==> src/rtl/pipe_hazard_if.sv <==
// pipe_hazard_if: bundle between the 5-stage datapath and its hazard unit.
//  master : the datapath - drives the ID-stage decode fields and flush_req,
//           consumes stall/bubble/flush, the forwarding selects, the ID bypasses
//           and the event counters.
//  slave  : the hazard unit - the reverse direction of every signal.
//  AW     : register-file address width.
//  STAT_W : width of the stall/flush event counters.
interface pipe_hazard_if #(
    parameter int AW     = 5,
    parameter int STAT_W = 16
);
    logic              id_valid;
    logic [AW-1:0]     id_rs;
    logic [AW-1:0]     id_rt;
    logic              id_use_rs;
    logic              id_use_rt;
    logic              id_wr_en;
    logic [AW-1:0]     id_wr_addr;
    logic              id_is_load;
    logic              flush_req;
    logic              stall;
    logic              bubble_ex;
    logic              flush;
    logic [1:0]        fwd_a;
    logic [1:0]        fwd_b;
    logic              id_byp_a;
    logic              id_byp_b;
    logic [STAT_W-1:0] stall_cnt;
    logic [STAT_W-1:0] flush_cnt;

    modport master (
        output id_valid, id_rs, id_rt, id_use_rs, id_use_rt,
               id_wr_en, id_wr_addr, id_is_load, flush_req,
        input  stall, bubble_ex, flush, fwd_a, fwd_b,
               id_byp_a, id_byp_b, stall_cnt, flush_cnt
    );

    modport slave (
        input  id_valid, id_rs, id_rt, id_use_rs, id_use_rt,
               id_wr_en, id_wr_addr, id_is_load, flush_req,
        output stall, bubble_ex, flush, fwd_a, fwd_b,
               id_byp_a, id_byp_b, stall_cnt, flush_cnt
    );
endinterface

==> src/rtl/pipe_hazard_unit.sv <==
// pipe_hazard_unit: hazard and forwarding controller for an IF/ID/EX/MEM/WB
// pipeline. Keeps a shadow of destination/load info for EX, MEM and WB and from
// it produces load-use stalls, branch flushes, EX operand forwarding selects and
// the ID-stage same-cycle WB bypass.
//  clk   : pipeline clock
//  rst_n : asynchronous active-low reset
//  hz    : pipe_hazard_if slave (ID decode fields and flush_req in; stall,
//          bubble_ex, flush, fwd_a/b, id_byp_a/b, stall_cnt, flush_cnt out)
// Parameters: AW address width, STAT_W counter width (>= 2), FWD_EN enables
// forwarding (0: stall on any RAW against EX or MEM), ZERO_REG makes r0 a
// never-hazard register.
module pipe_hazard_unit #(
    parameter int AW       = 5,
    parameter int STAT_W   = 16,
    parameter int FWD_EN   = 1,
    parameter int ZERO_REG = 1
) (
    input  logic         clk,
    input  logic         rst_n,
    pipe_hazard_if.slave hz
);
    localparam logic              FWD_ON    = (FWD_EN != 0);
    localparam logic [AW-1:0]     ZERO_ADDR = {AW{1'b0}};
    localparam logic [STAT_W-1:0] CNT_MAX   = {STAT_W{1'b1}};
    localparam logic [STAT_W-1:0] CNT_ONE   = {{(STAT_W-1){1'b0}}, 1'b1};

    // Shadow state. WB keeps no load flag: nothing downstream of WB cares.
    logic          ex_v_r, ex_we_r, ex_ld_r, ex_urs_r, ex_urt_r;
    logic [AW-1:0] ex_wa_r, ex_rs_r, ex_rt_r;
    logic          mem_v_r, mem_we_r, mem_ld_r;
    logic [AW-1:0] mem_wa_r;
    logic          wb_v_r, wb_we_r;
    logic [AW-1:0] wb_wa_r;
    logic [STAT_W-1:0] stall_cnt_r, flush_cnt_r;

    logic       rd_rs_s, rd_rt_s;
    logic       ex_hit_rs_s, ex_hit_rt_s, mem_hit_rs_s, mem_hit_rt_s;
    logic       mem_hit_exrs_s, mem_hit_exrt_s, wb_hit_exrs_s, wb_hit_exrt_s;
    logic       raw_s, stall_s, flush_s, load_ex_s;
    logic [1:0] fwd_a_s, fwd_b_s;
    logic       byp_a_s, byp_b_s;

    // A stage holds a live write to register r that is not the hardwired zero.
    function automatic logic match_f(input logic v, input logic we,
                                     input logic [AW-1:0] wa, input logic [AW-1:0] r);
        logic zero_hit;
        zero_hit = (ZERO_REG != 0) && (r == ZERO_ADDR);
        return v & we & (wa == r) & ~zero_hit;
    endfunction

    // Hazard detection: stall/flush decision for the instruction sitting in ID.
    always_comb begin
        rd_rs_s      = hz.id_valid & hz.id_use_rs;
        rd_rt_s      = hz.id_valid & hz.id_use_rt;
        ex_hit_rs_s  = match_f(ex_v_r, ex_we_r, ex_wa_r, hz.id_rs);
        ex_hit_rt_s  = match_f(ex_v_r, ex_we_r, ex_wa_r, hz.id_rt);
        mem_hit_rs_s = match_f(mem_v_r, mem_we_r, mem_wa_r, hz.id_rs);
        mem_hit_rt_s = match_f(mem_v_r, mem_we_r, mem_wa_r, hz.id_rt);
        raw_s        = 1'b0;
        if (FWD_ON) begin
            // Only a load in EX cannot be forwarded in time.
            raw_s = ex_ld_r & ((rd_rs_s & ex_hit_rs_s) | (rd_rt_s & ex_hit_rt_s));
        end else begin
            // WB is covered by the ID bypass; EX and MEM must drain first.
            raw_s = (rd_rs_s & (ex_hit_rs_s | mem_hit_rs_s)) |
                    (rd_rt_s & (ex_hit_rt_s | mem_hit_rt_s));
        end
        flush_s   = hz.flush_req;
        // Flush wins: the stalled instruction is being killed anyway.
        stall_s   = raw_s & ~flush_s;
        load_ex_s = hz.id_valid & ~stall_s & ~flush_s;
    end

    // Forwarding selects for the EX operands plus the ID-stage WB bypass.
    always_comb begin
        mem_hit_exrs_s = match_f(mem_v_r, mem_we_r, mem_wa_r, ex_rs_r);
        mem_hit_exrt_s = match_f(mem_v_r, mem_we_r, mem_wa_r, ex_rt_r);
        wb_hit_exrs_s  = match_f(wb_v_r, wb_we_r, wb_wa_r, ex_rs_r);
        wb_hit_exrt_s  = match_f(wb_v_r, wb_we_r, wb_wa_r, ex_rt_r);
        fwd_a_s        = 2'b00;
        fwd_b_s        = 2'b00;
        // The younger MEM result beats WB; a load in MEM has no result yet.
        if (FWD_ON && ex_urs_r && mem_hit_exrs_s && !mem_ld_r) begin
            fwd_a_s = 2'b01;
        end else if (FWD_ON && ex_urs_r && wb_hit_exrs_s) begin
            fwd_a_s = 2'b10;
        end else begin
            fwd_a_s = 2'b00;
        end
        if (FWD_ON && ex_urt_r && mem_hit_exrt_s && !mem_ld_r) begin
            fwd_b_s = 2'b01;
        end else if (FWD_ON && ex_urt_r && wb_hit_exrt_s) begin
            fwd_b_s = 2'b10;
        end else begin
            fwd_b_s = 2'b00;
        end
        byp_a_s = rd_rs_s & match_f(wb_v_r, wb_we_r, wb_wa_r, hz.id_rs);
        byp_b_s = rd_rt_s & match_f(wb_v_r, wb_we_r, wb_wa_r, hz.id_rt);
    end

    assign hz.stall     = stall_s;
    assign hz.bubble_ex = stall_s | flush_s;
    assign hz.flush     = flush_s;
    assign hz.fwd_a     = fwd_a_s;
    assign hz.fwd_b     = fwd_b_s;
    assign hz.id_byp_a  = byp_a_s;
    assign hz.id_byp_b  = byp_b_s;
    assign hz.stall_cnt = stall_cnt_r;
    assign hz.flush_cnt = flush_cnt_r;

    // Shadow pipeline: MEM/WB always advance, EX takes ID or a bubble.
    always_ff @(posedge clk or negedge rst_n) begin
        if (!rst_n) begin
            ex_v_r  <= 1'b0;  ex_we_r <= 1'b0;  ex_ld_r <= 1'b0;
            ex_urs_r <= 1'b0; ex_urt_r <= 1'b0;
            ex_wa_r <= ZERO_ADDR; ex_rs_r <= ZERO_ADDR; ex_rt_r <= ZERO_ADDR;
            mem_v_r <= 1'b0; mem_we_r <= 1'b0; mem_ld_r <= 1'b0; mem_wa_r <= ZERO_ADDR;
            wb_v_r  <= 1'b0; wb_we_r  <= 1'b0; wb_wa_r  <= ZERO_ADDR;
        end else begin
            wb_v_r  <= mem_v_r;
            wb_we_r <= mem_we_r;
            wb_wa_r <= mem_wa_r;
            if (flush_s) begin
                // The instruction in EX is younger than the branch in MEM.
                mem_v_r  <= 1'b0;
                mem_we_r <= 1'b0;
                mem_ld_r <= 1'b0;
                mem_wa_r <= ZERO_ADDR;
            end else begin
                mem_v_r  <= ex_v_r;
                mem_we_r <= ex_we_r;
                mem_ld_r <= ex_ld_r;
                mem_wa_r <= ex_wa_r;
            end
            if (load_ex_s) begin
                ex_v_r   <= 1'b1;
                ex_we_r  <= hz.id_wr_en;
                ex_ld_r  <= hz.id_is_load;
                ex_wa_r  <= hz.id_wr_addr;
                ex_rs_r  <= hz.id_rs;
                ex_rt_r  <= hz.id_rt;
                ex_urs_r <= hz.id_use_rs;
                ex_urt_r <= hz.id_use_rt;
            end else begin
                ex_v_r   <= 1'b0;
                ex_we_r  <= 1'b0;
                ex_ld_r  <= 1'b0;
                ex_wa_r  <= ZERO_ADDR;
                ex_rs_r  <= ZERO_ADDR;
                ex_rt_r  <= ZERO_ADDR;
                ex_urs_r <= 1'b0;
                ex_urt_r <= 1'b0;
            end
        end
    end

    // Saturating event counters, cleared only by reset.
    always_ff @(posedge clk or negedge rst_n) begin
        if (!rst_n) begin
            stall_cnt_r <= {STAT_W{1'b0}};
            flush_cnt_r <= {STAT_W{1'b0}};
        end else begin
            if (stall_s && (stall_cnt_r != CNT_MAX)) begin
                stall_cnt_r <= stall_cnt_r + CNT_ONE;
            end else begin
                stall_cnt_r <= stall_cnt_r;
            end
            if (flush_s && (flush_cnt_r != CNT_MAX)) begin
                flush_cnt_r <= flush_cnt_r + CNT_ONE;
            end else begin
                flush_cnt_r <= flush_cnt_r;
            end
        end
    end
endmodule

==> src/flat_wrapper.sv <==
// flat-port wrapper written by rule: the top's interface ports become plain ports
module pipe_hazard_unit_flat 
#(
    parameter int AW       = 5,
    parameter int STAT_W   = 16,
    parameter int FWD_EN   = 1,
    parameter int ZERO_REG = 1
)
  (clk, rst_n, hz_id_valid, hz_id_rs, hz_id_rt, hz_id_use_rs, hz_id_use_rt, hz_id_wr_en, hz_id_wr_addr, hz_id_is_load, hz_flush_req, hz_stall, hz_bubble_ex, hz_flush, hz_fwd_a, hz_fwd_b, hz_id_byp_a, hz_id_byp_b, hz_stall_cnt, hz_flush_cnt);
  pipe_hazard_if #(.AW(AW), .STAT_W(STAT_W)) hz_i ();
  input  logic clk;
  input  logic rst_n;
  input wire logic [$bits(hz_i.id_valid)-1:0] hz_id_valid;
  input wire logic [$bits(hz_i.id_rs)-1:0] hz_id_rs;
  input wire logic [$bits(hz_i.id_rt)-1:0] hz_id_rt;
  input wire logic [$bits(hz_i.id_use_rs)-1:0] hz_id_use_rs;
  input wire logic [$bits(hz_i.id_use_rt)-1:0] hz_id_use_rt;
  input wire logic [$bits(hz_i.id_wr_en)-1:0] hz_id_wr_en;
  input wire logic [$bits(hz_i.id_wr_addr)-1:0] hz_id_wr_addr;
  input wire logic [$bits(hz_i.id_is_load)-1:0] hz_id_is_load;
  input wire logic [$bits(hz_i.flush_req)-1:0] hz_flush_req;
  output wire logic [$bits(hz_i.stall)-1:0] hz_stall;
  output wire logic [$bits(hz_i.bubble_ex)-1:0] hz_bubble_ex;
  output wire logic [$bits(hz_i.flush)-1:0] hz_flush;
  output wire logic [$bits(hz_i.fwd_a)-1:0] hz_fwd_a;
  output wire logic [$bits(hz_i.fwd_b)-1:0] hz_fwd_b;
  output wire logic [$bits(hz_i.id_byp_a)-1:0] hz_id_byp_a;
  output wire logic [$bits(hz_i.id_byp_b)-1:0] hz_id_byp_b;
  output wire logic [$bits(hz_i.stall_cnt)-1:0] hz_stall_cnt;
  output wire logic [$bits(hz_i.flush_cnt)-1:0] hz_flush_cnt;
  assign hz_i.id_valid = hz_id_valid;
  assign hz_i.id_rs = hz_id_rs;
  assign hz_i.id_rt = hz_id_rt;
  assign hz_i.id_use_rs = hz_id_use_rs;
  assign hz_i.id_use_rt = hz_id_use_rt;
  assign hz_i.id_wr_en = hz_id_wr_en;
  assign hz_i.id_wr_addr = hz_id_wr_addr;
  assign hz_i.id_is_load = hz_id_is_load;
  assign hz_i.flush_req = hz_flush_req;
  assign hz_stall = hz_i.stall;
  assign hz_bubble_ex = hz_i.bubble_ex;
  assign hz_flush = hz_i.flush;
  assign hz_fwd_a = hz_i.fwd_a;
  assign hz_fwd_b = hz_i.fwd_b;
  assign hz_id_byp_a = hz_i.id_byp_a;
  assign hz_id_byp_b = hz_i.id_byp_b;
  assign hz_stall_cnt = hz_i.stall_cnt;
  assign hz_flush_cnt = hz_i.flush_cnt;
  pipe_hazard_unit #(.AW(AW), .STAT_W(STAT_W), .FWD_EN(FWD_EN), .ZERO_REG(ZERO_REG)) u_core (.clk(clk), .rst_n(rst_n), .hz(hz_i));
endmodule
==> config.mk <==
export PLATFORM = sky130hd
export DESIGN_NAME = pipe_hazard_unit_flat
export DESIGN_NICKNAME = d
export VERILOG_FILES = /design/src/rtl/pipe_hazard_if.sv /design/src/rtl/pipe_hazard_unit.sv /design/src/flat_wrapper.sv
export SDC_FILE = /design/constraint.sdc
export NUM_CORES = 1
export LEC_CHECK = 0
export BUFFER_PORTS_ARGS = -buffer_cell sky130_fd_sc_hd__buf_2
export CAP_MARGIN = 0
export CORE_ASPECT_RATIO = 0.5
export CORE_MARGIN = 5
export CORE_UTILIZATION = 35
export CTS_BUF_LIST = sky130_fd_sc_hd__clkbuf_8
export CTS_CLUSTER_DIAMETER = 150
export DETAILED_ROUTE_END_ITERATION = 7
export HOLD_SLACK_MARGIN = 0.02
export PLACE_DENSITY_LB_ADDON = 0.12
export SLEW_MARGIN = 20
export SYNTH_ARGS = -nofsm -noshare
export SYNTH_HDL_FRONTEND = slang
export SYNTH_SLANG_ARGS = --single-unit
==> constraint.sdc <==
create_clock -name clk -period 2.15 [get_ports clk]
set_input_delay 0.215 -clock clk [delete_from_list [all_inputs] [get_ports clk]]
set_output_delay 0.215 -clock clk [all_outputs]
set_load 0.02 [all_outputs]
### After elaboration in Yosys (flattened, before gate mapping)

Cells that the tools add are included.

| word-level totals | value |
|---|---|
| input port bits | 23 |
| output and inout bits | 41 |
| register bits | 67 |
| ROM bits | 0 |
| logic and storage cells | 95 |
| memories kept | 0 |
| bits in writable memories | 0 |
| bits in latches | 0 |

| cells by class | value |
|---|---|
| magnitude comparators | 0 |
| mux-type cells | 16 |
| shift-type cells | 0 |
| reduce and logical (&&, ||, !) cells | 13 |
| equality and inequality tests | 10 |
| bitwise operators | 37 |
| $mul | 0 |
| divide/modulo/power cells | 0 |
| add/subtract/negate cells | 2 |

Operators with widths:

| cell | count |
|---|---|
| equality test 5 bit | 8 |
| adder 16 x 1 -> 16 bit (second input constant) | 2 |
| inequality test 16 bit (second input constant) | 2 |
| AND 1 bit | 29 |
| zero test 5 bit | 4 |
| two-way mux 5 bit | 4 |
| logical AND 1 bit | 8 |
| two-way mux 1 bit | 8 |
| two-way mux 2 bit | 4 |
| inverter 1 bit | 6 |
| OR 1 bit | 2 |
| zero test 1 bit | 1 |

### Longest topological paths before layout

Gate-level depths: netlist of the first run.

| logic depth | value |
|---|---|
| depth after elaboration | 11 |
| gate-level depth with buffers | 7 |
| depth with buffers taken out | 7 |

### Worst setup path after synthesis of the first run

Ideal clock, no wire load.

| path | value |
|---|---|
| path type | register to output |
| start point | reg u_core.mem_wa_r[3] |
| end point | out hz_fwd_a[1] |
| cell stages (with the launch flop) | 5 |
| setup slack | -190 ps |
| arrival time | 2,125 ps |
| required time | 1,935 ps |
| path buffers | 0 |
| cell sequence | dfrtp_1 xor2_1 or4_1 nor4_1 nor2_1 |

| between the ends | value |
|---|---|
| longest elaborated chain between the ends | 6 |

Ends and longest elaborated chain:

| what | line | RTL |
|---|---|---|
| from (decl) | pipe_hazard_unit.sv:31 | `logic [AW-1:0] mem_wa_r;` |
| from (signal assigned) | pipe_hazard_unit.sv:133 | `mem_wa_r <= ex_wa_r;` |
| equality test 5 bit | pipe_hazard_unit.sv:48 | `return v & we & (wa == r) & ~zero_hit;` |
| AND 1 bit (2 in series) | pipe_hazard_unit.sv:48 |  |
| logical AND 1 bit (2 in series) | pipe_hazard_unit.sv:83 | `if (FWD_ON && ex_urs_r && mem_hit_exrs_s && !mem_ld_r) begin` |
| two-way mux 2 bit | pipe_hazard_unit.sv:83 |  |
| to (decl) | flat_wrapper.sv:25 | `output wire logic [$bits(hz_i.fwd_a)-1:0] hz_fwd_a;` |

Every way passes these cells.

### Worst setup path after layout of the first run

Same ends and word-level chain as after synthesis.

==> results of run 1 <==
[power groups by stage]
stage	registers [uW]	logic [uW]	clock network, uW
after global routing	1470	473	1280
after CTS	1450	434	1220
final	1450	431	1190
after floorplan	1540	188	0
after detailed placement	1480	431	0
after global placement	1470	419	0
[cell families after synthesis]
| group | share of synthesized area, % |
|---|---|
| compound gates | 3.15 |
| xor+xnor | 18.7 |
| fa+ha+maj | 0.787 |
| buf+inv | 2.13 |
| flops | 52.8 |
| mux | 1.06 |
| simple gates | 21.4 |
[cells in the final DEF, fill, tap and decap left out, types with 4 or more instances in the layout]
master,n
and3_1,33
buf_2,60
buf_4,8
clkbuf_8,11
dfrtp_1,63
dfrtp_2,4
nand2_1,12
nand3_1,22
nand4_1,12
nor2_1,9
nor2b_1,10
nor3_1,6
nor4_1,4
or4_1,5
xnor2_1,44
xor2_1,24
[per-stage QoR]
stage               power (uW)  utilization (%)  hold WS, ns
global placement          1890             41.6        0.238
CTS                       3110             44.5       0.0424
global route              3220             45.2       0.0561
floorplan                 1720                -      -0.0806
detailed placement        1910             41.6        0.246
finish                    3070             45.2       0.0616
[critical path: stages, from the launching register on]
cell	delay [ns]
dfrtp_1	0.41
xor2_1	0.17
or4_4	0.55
nor4_4	0.16
nor2_1	0.07
buf_2	0.16
[layer usage]
metal  part of all wire (%)  vias to the layer above  routed length, um  global-route usage, %
met2                     47                       34               3490                   21.6
met3                    4.3                       14                320                   5.47
met1                     47                     1127               3470                   19.0
met4                    2.1                        0                159                   5.68
li1                       -                     1140                  -                      -
met5                      0                        -                  0                      0
[flip-flops by register name, indices dropped and copies added, names as in the netlist]
signal / flops
u_core.ex_rs_r: 5
u_core.wb_wa_r: 5
u_core.hz.flush_cnt: 16
u_core.mem_ld_r: 1
u_core.ex_urs_r: 1
u_core.mem_v_r: 1
u_core.ex_rt_r: 5
u_core.mem_wa_r: 5
u_core.ex_v_r: 1
u_core.ex_urt_r: 1
u_core.ex_we_r: 1
u_core.wb_we_r: 1
u_core.wb_v_r: 1
u_core.mem_we_r: 1
u_core.ex_ld_r: 1
u_core.ex_wa_r: 5
u_core.hz.stall_cnt: 16
[worst paths after layout]
kind | endpoint | slack [ns] | cells after the start
hold / removal | u_core.mem_ld_r | 0.06 | 2
min in group asynchronous | u_core.hz.flush_cnt[6] | 0.39 | 2
hold reg to reg | u_core.wb_we_r | 0.37 | 0
max in group asynchronous | u_core.wb_wa_r[1] | 1.11 | 3
setup / recovery | hz_fwd_a[1] | 0.07 | 5
setup reg to reg | u_core.hz.stall_cnt[1] | 0.18 | 8
[area by class of cell]
type | count | area [um^2]
fill | 841 | 4810
sequential | 67 | 1680
multi-input combinational | 205 | 1470
timing repair buffer | 73 | 424
clock buffer | 11 | 151
tap | 117 | 146
clock inverter | 5 | 75.1
inverter | 4 | 15.0
[timing repair]
item | 4_1_cts | 5_1_grt
hold endpoints to repair | 23 | 0
setup buffers | 1 | 2
setup endpoints to repair | 3 | 5
pin swaps | 1 | 4
hold buffers | 1 | 0
resized for setup | 1 | 15
==> out/results.ini, run 1 <==
[run_status]
outcome = finished clean

[drt]
routed_wl_um = 7430
ant_nets = 0
drtPass1Iterations = 4
drt_iter0_drc = 119
drc = 0
vias_per_cell = 4.80
vias = 2315
avgRoutedWirePerCell_um = 15.4

[worst_setup_path]
critical_path_arrival_ns = 1.87
cp_max_fo = 2
end_kind = primary output
worstReg2RegStart = u_core.ex_wa_r[4]
startpoint = u_core.mem_wa_r[3]
crit_required_ns = 1.93
path_class = reg2out
cp-start-kind = flip-flop

[yosys]
synth_area_um2 = 3180
synthTopCellsByCount = dfrtp_1, xnor2_1, and3_1
synth_top_area_share_pct = 52.8
ys_seq_elements = 67
synth_most_common_cell = dfrtp_1
syn_nets = 310
yosys.cell_types.count = 31
ys_seq_area_share_pct = 52.8
syn_area_per_cell_um2 = 11.2
synth-edff-count = 0
async_flop_share_pct = 100
ys_top_cells_by_area = dfrtp_1, xnor2_1, xor2_1
yosysTopAreaCell = dfrtp_1
synthCells = 285
ys.flop_type = dfrtp_1
yosysWarnings = 0

[global_route]
gr-usage-all-layers_pct = 14.4
antenna_found_initial = 0
grt_max_degree = 45
grt.overflow.total = 0
grt_pass1_wl_um = 12500
grt_pass1_vias = 2442

[min_path]
holdCritPathClass = in2reg
hold_start = hz_flush_req

[sta]
skew_ns = 0.0104
rsz0062_at_grt = yes
setup_viol_count_final = 0
drv_slew = 0
worstMarginPinSlew_ns = 0.584
setup_slack_ns = 0.0676
finalCritPeriodShare_pct = 96.9
slew_headroom_pct = 61.1
setup_tns_ns = 0
fin_crit_ns = 2.08
finalHoldViolations = 0
clock.fmax_ghz = 0.480

[power_and_ir_drop]
p_leak_uw = 0.00201
power_frac_seq_pct = 47.3
internal_power_uw = 2240
cellPowerDensity_nw_per_um2 = 776
switching_share_pct = 27.0
p_switching_uw = 831
clockPowerShare_pct = 38.6
vdd_drop_max_uv = 526
power_frac_comb_pct = 14.0

[finish]
layoutNonFillerInstCount = 482
area_growth_syn_to_layout_pct = 24.6
fin_area_um2 = 3960
antenna_cells = 0
final_layout_size_suffix_gt1_share_pct = 28.5
final_nets = 385

[placed_design]
dp_cells = 462
hpwlAfterDp_um = 5520
post_dp_cell_area_um2 = 3650
gp_congestion = 0.772
place_ws_ns = 0.131
port_buffers = 63

[cts]
cts.htree.levels = 3
tritoncts = built
cts_num_sinks = 67
cts_buffer_depth = 2
clock-root-buffer = clkbuf_8
clk_pin_slew_ns = 0.08
clkLatencyLatePin_ns = 0.35
cts_buffers = 9

[floorplanning]
top_level_ports = 64
initial_utilization_pct = 36.2
coreArea_um2 = 8770
num_rows = 24
dieArea_um2 = 11200
die_w_um = 145
die_y_um = 77.4

[job]
maxCapViolCount = 0

(Power assumes the default switching activity.)
==> run 2, diff against run 1 <==
ABC_AREA = 1   (was default)
CORE_MARGIN = 2   (was 5)
MAX_ROUTING_LAYER = met4   (was default)
==> out/results.ini, run 2 <==
[worst_setup_path]
path_class = reg2out  ; unchanged
critical_path_arrival_ns = 1.67  ; was 1.87 ns
reg2reg_depth = 9  ; was 8
cp-start-kind = flip-flop  ; unchanged
crit_required_ns = 1.93  ; about the same
cp_max_fo = 3  ; was 2
end_kind = primary output  ; unchanged

[min_path]
min_path_cells = 3  ; was 2
holdCritPathClass = in2reg  ; unchanged

[floorplanning]
top_level_ports = 64  ; unchanged
coreArea_um2 = 9540  ; was 8770 um^2
die_w_um = 145  ; about the same
num_rows = 25  ; was 24
initial_utilization_pct = 36.5  ; was 36.2%
die_y_um = 74.5  ; was 77.4 um
dieArea_um2 = 10800  ; was 11200 um^2

[finish]
final_cell_mix = nand2_1, dfrtp_1, nor2_1, buf_2, inv_1  ; was dfrtp_1, buf_2, xnor2_1, and3_1, xor2_1
final_nets = 522  ; was 385
antenna_cells = 0  ; unchanged
area_growth_syn_to_layout_pct = 18.7  ; was 24.6%
final_layout_size_suffix_gt1_share_pct = 18.9  ; was 28.5%
layout.cells.most_common = nand2_1  ; was dfrtp_1

[yosys]
ys_seq_area_share_pct = 48.2  ; was 52.8%
syn_area_per_cell_um2 = 8.15  ; was 11.2 um^2
synth_area_um2 = 3480  ; was 3180 um^2
synth_top_area_share_pct = 48.2  ; was 52.8%
yosysWarnings = 0  ; unchanged
async_flop_share_pct = 100  ; unchanged
yosys.cell_types.count = 28  ; was 31
syn_nets = 452  ; was 310
synthTopCellsByCount = nand2_1, dfrtp_1, nor2_1  ; was dfrtp_1, xnor2_1, and3_1
ys_seq_elements = 67  ; unchanged
ys_top_cells_by_area = dfrtp_1, nand2_1, nor2_1  ; was dfrtp_1, xnor2_1, xor2_1
synth-edff-count = 0  ; unchanged
synthCells = 427  ; was 285
synth_most_common_cell = nand2_1  ; was dfrtp_1
yosysTopAreaCell = dfrtp_1  ; unchanged
ys.flop_type = dfrtp_1  ; unchanged

[drt]
drtPass1Iterations = 4  ; unchanged
vias_per_cell = 4.38  ; was 4.80
routed_wl_um = 8010  ; was 7430 um
vias = 2791  ; was 2315
avgRoutedWirePerCell_um = 12.6  ; was 15.4 um
drc = 0  ; unchanged
drt_iter0_drc = 107  ; was 119
ant_nets = 0  ; unchanged

[run_status]
outcome = finished clean  ; unchanged

[sta]
setup_viol_count_final = 0  ; unchanged
clock.fmax_ghz = 0.529  ; was 0.480 GHz
worstMarginPinSlew_ns = 0.493  ; was 0.584 ns
fin_hold_ws_ns = 0.0599  ; was 0.0616 ns
drv_slew = 0  ; unchanged
skew_ns = 0.00500  ; was 0.0104 ns
finalHoldViolations = 0  ; unchanged
fin_crit_ns = 1.89  ; was 2.08 ns
finalCritPeriodShare_pct = 87.9  ; was 96.9%
setup_tns_ns = 0  ; unchanged
rsz0062_at_grt = no  ; was yes
slew_headroom_pct = 67.1  ; was 61.1%

[cts]
tritoncts = built  ; unchanged
cts.htree.levels = 3  ; unchanged
clk_pin_slew_ns = 0.07  ; was 0.08 ns
post-cts-setup-buffers = 0  ; was 1
cts_buffer_depth = 2  ; unchanged
cts_buffers = 9  ; unchanged
cts_num_sinks = 67  ; unchanged
clock-root-buffer = clkbuf_8  ; unchanged
clkLatencyLatePin_ns = 0.35  ; about the same

[global_route]
grt.overflow.total = 0  ; unchanged
grt_max_degree = 31  ; was 45
antenna_found_initial = 0  ; unchanged
grt_pass1_wl_um = 13400  ; was 12500 um
grt_pass1_vias = 2665  ; was 2442
gr-usage-all-layers_pct = 16.7  ; was 14.4%

[job]
maxCapViolCount = 0  ; unchanged

[power_and_ir_drop]
cellPowerDensity_nw_per_um2 = 673  ; was 776 nW/um^2
vdd_drop_max_uv = 240  ; was 526 uV
p_leak_uw = 0.00213  ; was 0.00201 uW

[placed_design]
gp_congestion = 0.800  ; was 0.772
hpwlAfterDp_um = 6050  ; was 5520 um
port_buffers = 63  ; unchanged

run 2: final timing paths:
kind,start,endpoint,slack (ns)
min in group asynchronous,rst_n,u_core.hz.flush_cnt[1],0.35
min reg2reg,u_core.mem_we_r,u_core.wb_we_r,0.38
max reg2reg,u_core.hz.stall_cnt[0],u_core.hz.stall_cnt[13],0.34
max,u_core.ex_wa_r[2],hz_bubble_ex,0.26
max in group asynchronous,rst_n,u_core.hz.flush_cnt[10],1.16
min,hz_id_is_load,u_core.ex_ld_r,0.06
run 2: cell type report:
type	count	area [um^2]
Fill cell	993	5410
Sequential cell	67	1680
Multi-Input combinational cell	292	1530
Timing Repair Buffer	66	353
Inverter	61	229
Tap cell	135	169
Clock buffer	10	138
Clock inverter	6	41.3
run 2: metal layers:
metal	track usage (%)	part of all wire, %	vias to the layer above
met5	-	0	-
met4	4.95	0.91	0
met3	4.97	4.0	7
met2	26.1	46	41
met1	21.3	49	1287
li1	-	-	1456
run 2: cells by family (layout without fill, tap and decap cells):
family | Yosys count | after routing | share of synthesized area, %
simple gates | 222 | 222 | 27.1
xor+xnor | 51 | 51 | 12.8
buf+inv | 68 | 143 | 8.09
fa+ha+maj | 2 | 2 | 0.719
compound gates | 17 | 17 | 3.09
flops | 67 | 67 | 48.2
run 2: repair_timing:
item / CTS / global route
setup endpoints to repair: 0 / 1
gates resized for setup: 0 / 1
hold endpoints to repair: 18 / 0
hold buffers: 1 / 0
run 2: where the power goes:
group          internal, uW  leakage (uW)  switching, uW
clock                   446     0.0000843            493
combinational           160       0.00115            247
sequential             1340      0.000900           94.9
total                  1950       0.00213            835
run 2: critical path, stage by stage (launching register included):
cell,delay (ns)
dfrtp_1,0.43
xnor2_1,0.17
nand2_1,0.08
nor2_1,0.10
nand2_1,0.08
nand2_2,0.10
nand2_1,0.10
nand2_2,0.11
buf_2,0.17
run 2: per-stage QoR:
step           area [um^2]  total power (uW)  setup slack [ns]  util, %  std cells
6_report              4130              2780             0.260     43.3        637
5_1_grt               4130              2940           0.00999     43.3        637
4_1_cts               4130              2840             0.184     43.3        637
3_5_place_dp          3940              1870             0.316     41.3        620
3_3_place_gp          3940              1880             0.377     41.3        620
2_1_floorplan         3480              1700             0.503        -        427
==> run 3, diff against run 2 <==
CORE_ASPECT_RATIO = 0.7   (was 0.5)
CTS_BUF_LIST = sky130_fd_sc_hd__clkbuf_16   (was sky130_fd_sc_hd__clkbuf_8)
==> out/results.ini, run 3 (synthesized netlist as in run 2, its figures left out) <==
[cts]
cts.htree.levels = 3  ; unchanged
clk_pin_slew_ns = 0.05  ; was 0.07 ns
tritoncts = built  ; unchanged
cts_buffers = 9  ; unchanged
cts_buffer_depth = 2  ; unchanged
cts_num_sinks = 67  ; unchanged
post-cts-setup-buffers = 0  ; unchanged
cts_resized = 0  ; unchanged
clock-root-buffer = clkbuf_16  ; was clkbuf_8
clkLatencyLatePin_ns = 0.33  ; was 0.35 ns
hold_buffers = 1  ; unchanged

[min_path]
hold_start = hz_id_wr_addr[0]  ; was hz_id_is_load
holdCritPathClass = in2reg  ; unchanged

[worst_setup_path]
rrSetupSlack_ns = 0.32  ; was 0.34 ns
cp_max_fo = 3  ; unchanged
startpoint = u_core.ex_wa_r[2]  ; unchanged
path_class = reg2out  ; unchanged
end_kind = primary output  ; unchanged
cp-start-kind = flip-flop  ; unchanged
critical_path_arrival_ns = 1.68  ; was 1.67 ns
crit_required_ns = 1.93  ; about the same
worstReg2RegStart = u_core.hz.stall_cnt[0]  ; unchanged

[drt]
vias_per_cell = 4.53  ; was 4.38
avgRoutedWirePerCell_um = 13.2  ; was 12.6 um
drtPass1Iterations = 4  ; unchanged
vias = 2844  ; was 2791
routed_wl_um = 8270  ; was 8010 um
drc = 0  ; unchanged
ant_nets = 0  ; unchanged
drt_iter0_drc = 108  ; was 107

[run_status]
outcome = finished clean  ; unchanged

[floorplanning]
initial_utilization_pct = 35.9  ; was 36.5%
die_y_um = 87.4  ; was 74.5 um
top_level_ports = 64  ; unchanged
coreArea_um2 = 9680  ; was 9540 um^2
num_rows = 30  ; was 25
dieArea_um2 = 10800  ; about the same
die_w_um = 123  ; was 145 um

[sta]
worstMarginPinSlew_ns = 0.549  ; was 0.493 ns
slew_headroom_pct = 63.4  ; was 67.1%
drv_slew = 0  ; unchanged
finalCritPeriodShare_pct = 88.2  ; was 87.9%
fin_crit_ns = 1.90  ; was 1.89 ns
setup_tns_ns = 0  ; unchanged
setup_viol_count_final = 0  ; unchanged
finalHoldViolations = 0  ; unchanged
rsz0062_at_grt = no  ; unchanged
clock.fmax_ghz = 0.528  ; was 0.529 GHz
skew_ns = 0.00640  ; was 0.00500 ns

[power_and_ir_drop]
power_uw = 3110  ; was 2780 uW
p_leak_uw = 0.00217  ; was 0.00213 uW
vdd_drop_max_uv = 489  ; was 240 uV
cellPowerDensity_nw_per_um2 = 742  ; was 673 nW/um^2

[job]
maxCapViolCount = 0  ; unchanged

[placed_design]
dp_cells = 613  ; was 620
hpwlAfterDp_um = 6250  ; was 6050 um
port_buffers = 63  ; unchanged
gp_congestion = 0.875  ; was 0.800

[global_route]
grt_max_degree = 35  ; was 31
grt.overflow.total = 0  ; unchanged
gr-usage-all-layers_pct = 17.1  ; was 16.7%
grt_pass1_vias = 2675  ; was 2665
grt_pass1_wl_um = 13600  ; was 13400 um
antenna_found_initial = 0  ; unchanged

[finish]
final_layout_size_suffix_gt1_share_pct = 18.0  ; was 18.9%
final_nets = 522  ; unchanged
antenna_cells = 0  ; unchanged
final_cell_mix = nand2_1, dfrtp_1, nor2_1, buf_2, inv_1  ; unchanged
area_growth_syn_to_layout_pct = 20.3  ; was 18.7%
layoutNonFillerInstCount = 628  ; was 637
layout.cells.most_common = nand2_1  ; unchanged

[run 3: final timing paths]
| check | to | depth (start not counted) |
|---|---|---|
| max | hz_bubble_ex | 8 |
| min | u_core.ex_wa_r[0] | 3 |
| max reg2reg | u_core.hz.stall_cnt[6] | 9 |
| min reg2reg | u_core.wb_we_r | 0 |
| max in group asynchronous | u_core.hz.stall_cnt[1] | 3 |
| min in group asynchronous | u_core.hz.flush_cnt[1] | 2 |
[run 3: where the power goes]
part / total (uW) / internal [uW] / leakage [uW] / switching, uW
sequential: 1450 / 1340 / 0.000900 / 105
clock: 1250 / 751 / 0.000126 / 497
combinational: 411 / 161 / 0.00115 / 250
[run 3: layout make-up]
class | instances | area [um^2]
well taps | 128 | 160
inverters | 61 | 229
fillers | 992 | 5500
multi-input cells | 292 | 1520
repair buffers | 66 | 353
flip-flops and latches | 67 | 1680
clock buffers | 9 | 225
clock inverters | 5 | 22.5
[run 3: per-stage QoR]
step                      cell area, um^2  utilization (%)  setup slack, ns  hold slack, ns
after CTS                            4190             43.3            0.217          0.0820
after floorplan                      3480                -            0.503         -0.0806
final                                4190             43.3            0.254          0.0947
after global routing                 4190             43.3            0.114          0.0997
after global placement               3930             40.6            0.379           0.237
after detailed placement             3930             40.6            0.311           0.234
[run 3: routing by layer]
layer	vias up	part of all wire, %	GRT usage [%]
met5	-	0	-
met4	0	1.6	5.99
met3	12	4.7	4.12
met2	62	40	22.5
met1	1314	54	25.1
li1	1456	-	-
[run 3: worst max-delay path, stage by stage (launching register included)]
cell	delay, ns
dfrtp_1	0.42
xnor2_1	0.17
nand2_1	0.07
nor2_1	0.09
nand2_1	0.06
nand2_2	0.11
nand2_1	0.10
nand2_1	0.15
buf_2	0.19
